`src/rtl/multicycle_control.sv`:
```
// Multicycle processor control FSM: sequences fetch/decode/execute/memory/writeback
// steps, flags unsupported opcodes and counts retired instructions.
`timescale 1ns/1ps

module multicycle_control #(
  // Retire counter reset value; a nonzero value lets the wrap be reached without 64k retires.
  parameter logic [15:0] CountRstVal = 16'h0000
) (
  input  logic        clk_i,
  input  logic        reset_i,
  input  logic [6:0]  opcode_i,
  input  logic        zero_i,
  input  logic        imem_ready_i,
  input  logic        dmem_ready_i,
  output logic        pc_write_o,
  output logic        ir_write_o,
  output logic        iord_o,
  output logic        mem_read_o,
  output logic        mem_write_o,
  output logic        reg_write_o,
  output logic        mem_to_reg_o,
  output logic        alu_src_a_o,
  output logic [1:0]  alu_src_b_o,
  output logic [1:0]  alu_op_o,
  output logic [3:0]  state_o,
  output logic        illegal_o,
  output logic [15:0] instr_count_o
);

  typedef enum logic [3:0] {
    StFetch  = 4'd0,
    StDecode = 4'd1,
    StMemAdr = 4'd2,
    StMemRd  = 4'd3,
    StMemWb  = 4'd4,
    StMemWr  = 4'd5,
    StExec   = 4'd6,
    StAluWb  = 4'd7,
    StBranch = 4'd8,
    StHalt   = 4'd9
  } state_e;

  localparam logic [6:0] OpLoad   = 7'b0000011;
  localparam logic [6:0] OpStore  = 7'b0100011;
  localparam logic [6:0] OpRtype  = 7'b0110011;
  localparam logic [6:0] OpBranch = 7'b1100011;

  localparam logic [1:0] SrcBReg  = 2'b00;
  localparam logic [1:0] SrcBFour = 2'b01;
  localparam logic [1:0] SrcBImm  = 2'b10;

  localparam logic [1:0] AluAdd   = 2'b00;
  localparam logic [1:0] AluSub   = 2'b01;
  localparam logic [1:0] AluFunct = 2'b10;

  state_e      state_q, state_d;
  logic        illegal_q, illegal_d;
  logic [15:0] count_q, count_d;
  logic        retire;

  always_ff @(posedge clk_i or posedge reset_i) begin
    if (reset_i) begin
      state_q   <= StFetch;
      illegal_q <= 1'b0;
      count_q   <= CountRstVal;
    end else begin
      state_q   <= state_d;
      illegal_q <= illegal_d;
      count_q   <= count_d;
    end
  end

  always_comb begin
    state_d      = state_q;
    illegal_d    = illegal_q;
    retire       = 1'b0;
    pc_write_o   = 1'b0;
    ir_write_o   = 1'b0;
    iord_o       = 1'b0;
    mem_read_o   = 1'b0;
    mem_write_o  = 1'b0;
    reg_write_o  = 1'b0;
    mem_to_reg_o = 1'b0;
    alu_src_a_o  = 1'b0;
    alu_src_b_o  = SrcBReg;
    alu_op_o     = AluAdd;

    // Reset forces every output low combinationally, not just after the next edge.
    if (!reset_i) begin
      case (state_q)
        StFetch: begin
          mem_read_o  = 1'b1;
          alu_src_b_o = SrcBFour;
          ir_write_o  = imem_ready_i;
          pc_write_o  = imem_ready_i;
          if (imem_ready_i) state_d = StDecode;
        end
        StDecode: begin
          alu_src_b_o = SrcBImm;
          case (opcode_i)
            OpLoad, OpStore: state_d = StMemAdr;
            OpRtype:         state_d = StExec;
            OpBranch:        state_d = StBranch;
            default: begin
              state_d   = StHalt;
              illegal_d = 1'b1;
            end
          endcase
        end
        StMemAdr: begin
          alu_src_a_o = 1'b1;
          alu_src_b_o = SrcBImm;
          state_d     = (opcode_i == OpLoad) ? StMemRd : StMemWr;
        end
        StMemRd: begin
          mem_read_o = 1'b1;
          iord_o     = 1'b1;
          if (dmem_ready_i) state_d = StMemWb;
        end
        StMemWb: begin
          reg_write_o  = 1'b1;
          mem_to_reg_o = 1'b1;
          retire       = 1'b1;
          state_d      = StFetch;
        end
        StMemWr: begin
          mem_write_o = 1'b1;
          iord_o      = 1'b1;
          if (dmem_ready_i) begin
            retire  = 1'b1;
            state_d = StFetch;
          end
        end
        StExec: begin
          alu_src_a_o = 1'b1;
          alu_op_o    = AluFunct;
          state_d     = StAluWb;
        end
        StAluWb: begin
          reg_write_o = 1'b1;
          retire      = 1'b1;
          state_d     = StFetch;
        end
        StBranch: begin
          alu_src_a_o = 1'b1;
          alu_op_o    = AluSub;
          pc_write_o  = zero_i;
          retire      = 1'b1;
          state_d     = StFetch;
        end
        StHalt:  state_d = StHalt;
        default: state_d = StFetch;
      endcase
    end

    count_d = retire ? count_q + 16'd1 : count_q;
  end

  assign state_o       = state_q;
  assign illegal_o     = illegal_q;
  assign instr_count_o = count_q;

endmodule

```
`config.mk`:
```
export PLATFORM = sky130hd
export DESIGN_NAME = multicycle_control
export DESIGN_NICKNAME = d
export VERILOG_FILES = /design/src/rtl/multicycle_control.sv
export SDC_FILE = /design/constraint.sdc
export NUM_CORES = 1
export LEC_CHECK = 0
export ABC_CLOCK_PERIOD_IN_PS = 3600
export CAP_MARGIN = 5
export CORE_MARGIN = 1
export CORE_UTILIZATION = 35
export DETAILED_ROUTE_END_ITERATION = 8
export PLACE_DENSITY = 0.76
export RECOVER_POWER = 100
export SYNTH_ARGS = -nofsm -noshare
export SYNTH_HDL_FRONTEND = slang
export SYNTH_SLANG_ARGS = --single-unit
```
`constraint.sdc`:
```
create_clock -name clk_i -period 3.6 [get_ports clk_i]
set_clock_uncertainty 0.2 [all_clocks]
set_input_delay 1.08 -clock clk_i [delete_from_list [all_inputs] [get_ports clk_i]]
set_output_delay 1.08 -clock clk_i [all_outputs]
set_load 0.01 [all_outputs]
```
==> out/qor.json <==
{
  "worstHoldPathType": "reg2reg",
  "post_route_cells_drive_above_1_share": 0.0919,
  "design_area_um2": 1830,
  "ys_top_cells_by_area": "sky130_fd_sc_hd__dfrtp_1 (38%), sky130_fd_sc_hd__xor2_1 (9.6%), sky130_fd_sc_hd__nor3_2 (4.4%), sky130_fd_sc_hd__nor4b_2 (4.4%), sky130_fd_sc_hd__nand2b_1 (3.2%)",
  "run_status": "finished clean",
  "worstPathMaxFanout": 2,
  "cts_tree": "built",
  "first_pass_grt_wire_length_mm": 5.55,
  "synth-async-reset-ratio": 1.00,
  "final.min_clock_period_ns": 3.53,
  "clk-insertion-delay-late_ns": 0.25,
  "finalWeightedCongestion": 0.843,
  "num-nets-final": 199,
  "detailed_routing_iterations_pass_1": 4,
  "dieArea_um2": 4160,
  "synth-xor-area-share": 0.102,
  "number_of_buffers_created_by_cts": 3,
  "grt.total_usage": 0.167,
  "synth_simple_gate_area_frac": 0.345,
  "p_comb_frac": 0.440,
  "boundaryPins": 45,
  "synth-adder-area-share": 0.00915,
  "cts-root-buf": "sky130_fd_sc_hd__clkbuf_8",
  "tightestPinTransition_ns": 1.17,
  "die_x_um": 64.5,
  "area_growth_pct": 33.7,
  "floorplan.rows": 22,
  "port_buffers": 44,
  "wl_per_cell_um": 14.0,
  "clock_path_buffers": 2,
  "synth-seq-cells": 21,
  "cts-htree-levels": 1,
  "floorplan.initialDensity": 0.368,
  "drv_cap": 0,
  "post_synth_instance_area_um2": 1370,
  "max-slew-margin-rel": 0.223,
  "first_global_vias": 1206,
  "vdd_ir_drop_max_uv": 307,
  "synth.lib_cells_used.distinct": 44,
  "synth_compound_area_frac": 0.116,
  "main_combinational_cell_family_by_area_after_synthesis": "simple AND/OR/NAND/NOR gates",
  "timing_hold_violations_final": 0,
  "total_via_count_in_the_routed_design": 1209,
  "die-height_um": 64.5,
  "yosysWarningCount": 0,
  "drt-vias-per-instance": 5.19,
  "number_of_flops_mapped_to_enable_cells_by_yosys": 0,
  "route.final.wire_length_mm": 3.27,
  "cell_internal_pwr_mw": 0.540,
  "arrival_ns": 2.25,
  "synthMuxAreaShare": 0.00823,
  "power.share.clock": 0.173,
  "power_switching_share": 0.371,
  "clk_pin_slew_worst_paths_ns": 0.07,
  "antennaDiodeCount": 0,
  "max_clock_freq_mhz": 283,
  "p_sw_mw": 0.319,
  "drv_slew": 0,
  "residual_drc": 0,
  "finalCritPeriodShare": 0.981,
  "finalSetupViolations": 0,
  "hpwlAfterDp_mm": 2.52,
  "drt.antenna.violating_nets": 0,
  "critical_path.slowest_cell": "sky130_fd_sc_hd__or3_4",
  "p_leak_nw": 0.859,
  "cp_data_required_time_ns": 2.32,
  "worst-setup-path-type": "in2out",
  "synth_area_per_cell_um2": 9.98,
  "post-synth-top-area-fraction": 0.384,
  "list_of_cells_traversed_by_the_critical_path": "dlygate4sd2_1 > or3_4 > nor3_2 > buf_4 > dlygate4sd2_1",
  "mappedNetlistNets": 150,
  "initial_antenna_violation_count": 0,
  "detail_route.iter0.violations": 35,
  "global_route.overflow_total": 0,
  "cts.sink_count": 21,
  "power_per_cell_area_nw_per_um2": 470,
  "synth-main-ff-cell": "sky130_fd_sc_hd__dfrtp_1",
  "synth-seq-area-share": 0.384,
  "synth_area_leader_cell": "sky130_fd_sc_hd__dfrtp_1",
  "rsz_0062_raised_after_global_routing": "false",
  "dpl-instance-area_um2": 1880,
  "p_seq_frac": 0.387,
  "final_util": 0.492,
  "critical_path.max_stage_delay_ns": 0.40,
  "start_kind": "primary input",
  "grt_max_degree": 22,
  "synthCells": 137,
  "crit_path_end_kind": "output port",
  "cpMostUsedCell": "sky130_fd_sc_hd__dlygate4sd2_1",
  "core_area_um2": 3720
}
worst max-delay path, delay by kind of cell:
family / cells / cell delay [ns]
buf+inv: 3 / 0.62
simple gates: 2 / 0.55
cell usage after synthesis (2+ instances only):
master and number:
sky130_fd_sc_hd__nor3b_2 3, sky130_fd_sc_hd__or3_1 2, sky130_fd_sc_hd__nor3b_1 3, sky130_fd_sc_hd__o31ai_1 3, sky130_fd_sc_hd__buf_2 2, sky130_fd_sc_hd__a21oi_1 3, sky130_fd_sc_hd__o21ai_0 3, sky130_fd_sc_hd__dfrtp_1 21
sky130_fd_sc_hd__inv_1 2, sky130_fd_sc_hd__nor3_2 6, sky130_fd_sc_hd__clkbuf_1 3, sky130_fd_sc_hd__nor4b_2 4, sky130_fd_sc_hd__nand2_1 7, sky130_fd_sc_hd__or4_1 2, sky130_fd_sc_hd__nor4_1 2, sky130_fd_sc_hd__and4_1 2
sky130_fd_sc_hd__nor2b_1 4, sky130_fd_sc_hd__xor2_1 15, sky130_fd_sc_hd__nand2b_1 7, sky130_fd_sc_hd__nor3_1 6, sky130_fd_sc_hd__nor2_1 10, sky130_fd_sc_hd__nand3_1 4, sky130_fd_sc_hd__buf_1 2
sequential cells by signal (all words and copies together) (netlist names):
| register | flops |
|---|---|
| instr_count_o | 16 |
| state_o | 4 |
| illegal_o | 1 |
cell type report:
class,instances,area [um2]
fillers,380,1890
well taps,48,60.1
inverters,2,7.51
flip-flops and latches,21,526
clock buffers,4,45.0
repair buffers,52,457
multi-input cells,106,733
power by group through the flow:
stage / clock network [mW] / logic [mW] / registers [mW]
floorplan: 0 / 0.242 / 0.338
global placement: 0 / 0.409 / 0.333
detailed placement: 0 / 0.428 / 0.338
CTS: 0.153 / 0.430 / 0.334
global route: 0.162 / 0.415 / 0.340
finish: 0.148 / 0.378 / 0.332
worst paths after layout:
| check | from | to | slack, ns | cells after the start |
|---|---|---|---|---|
| setup / recovery | reset_i | alu_src_b_o[0] | 0.07 | 5 |
| hold / removal | instr_count_o[15] | instr_count_o[15] | 0.27 | 1 |
| setup reg to reg | state_o[0] | instr_count_o[1] | 1.16 | 5 |
| hold reg to reg | instr_count_o[15] | instr_count_o[15] | 0.27 | 1 |
| max in group asynchronous | reset_i | instr_count_o[12] | 1.13 | 4 |
| min in group asynchronous | reset_i | instr_count_o[3] | 1.38 | 4 |
layout by cell type (no fill, tap or decap), types with 5 or more instances in the layout:
cell type                          n
sky130_fd_sc_hd__dlygate4sd2_1     6
sky130_fd_sc_hd__nand2_1           7
sky130_fd_sc_hd__nor3b_1           6
sky130_fd_sc_hd__buf_4             5
sky130_fd_sc_hd__clkdlybuf4s50_1  11
sky130_fd_sc_hd__nor2_1           10
sky130_fd_sc_hd__dlygate4sd3_1    22
sky130_fd_sc_hd__xor2_1           15
sky130_fd_sc_hd__dfrtp_1          21
sky130_fd_sc_hd__nor3_1           10
sky130_fd_sc_hd__nand2b_1          7
sky130_fd_sc_hd__clkbuf_1          6
per-stage QoR:
stage	cells	hold WS [ns]	worst slack (ns)	total power, mW	setup TNS, ns
after floorplan	137	0.304	0.0279	0.580	0
after global routing	233	0.306	0.0213	0.917	0
final	233	0.272	0.0691	0.859	0
after detailed placement	228	0.260	-0.566	0.765	-3.22
after global placement	228	0.261	-0.483	0.742	-2.78
after CTS	233	0.274	0.00631	0.917	0
kinds of logic (layout without fill, tap and decap cells):
family          after synthesis  count (layout)
compound gates               20              20
xor+xnor                     16              16
fa+ha+maj                     1               1
buf+inv                      10              58
flops                        21              21
mux                           1               1
simple gates                 68              68
metal layers:
| metal | track usage | wire length [um] |
|---|---|---|
| met1 | 0.219 | 1480 |
| met2 | 0.291 | 1720 |
| met3 | 0.0211 | 58 |
| met4 | 0.0361 | 13 |
| met5 | 0 | 0 |
timing repair:
action	CTS	global route
setup buffers	1	0
setup endpoints to repair	12	6
hold buffers	0	0
pin swaps	3	1
gates resized for setup	18	3
Note: power is estimated with default switching activity, not from simulation.
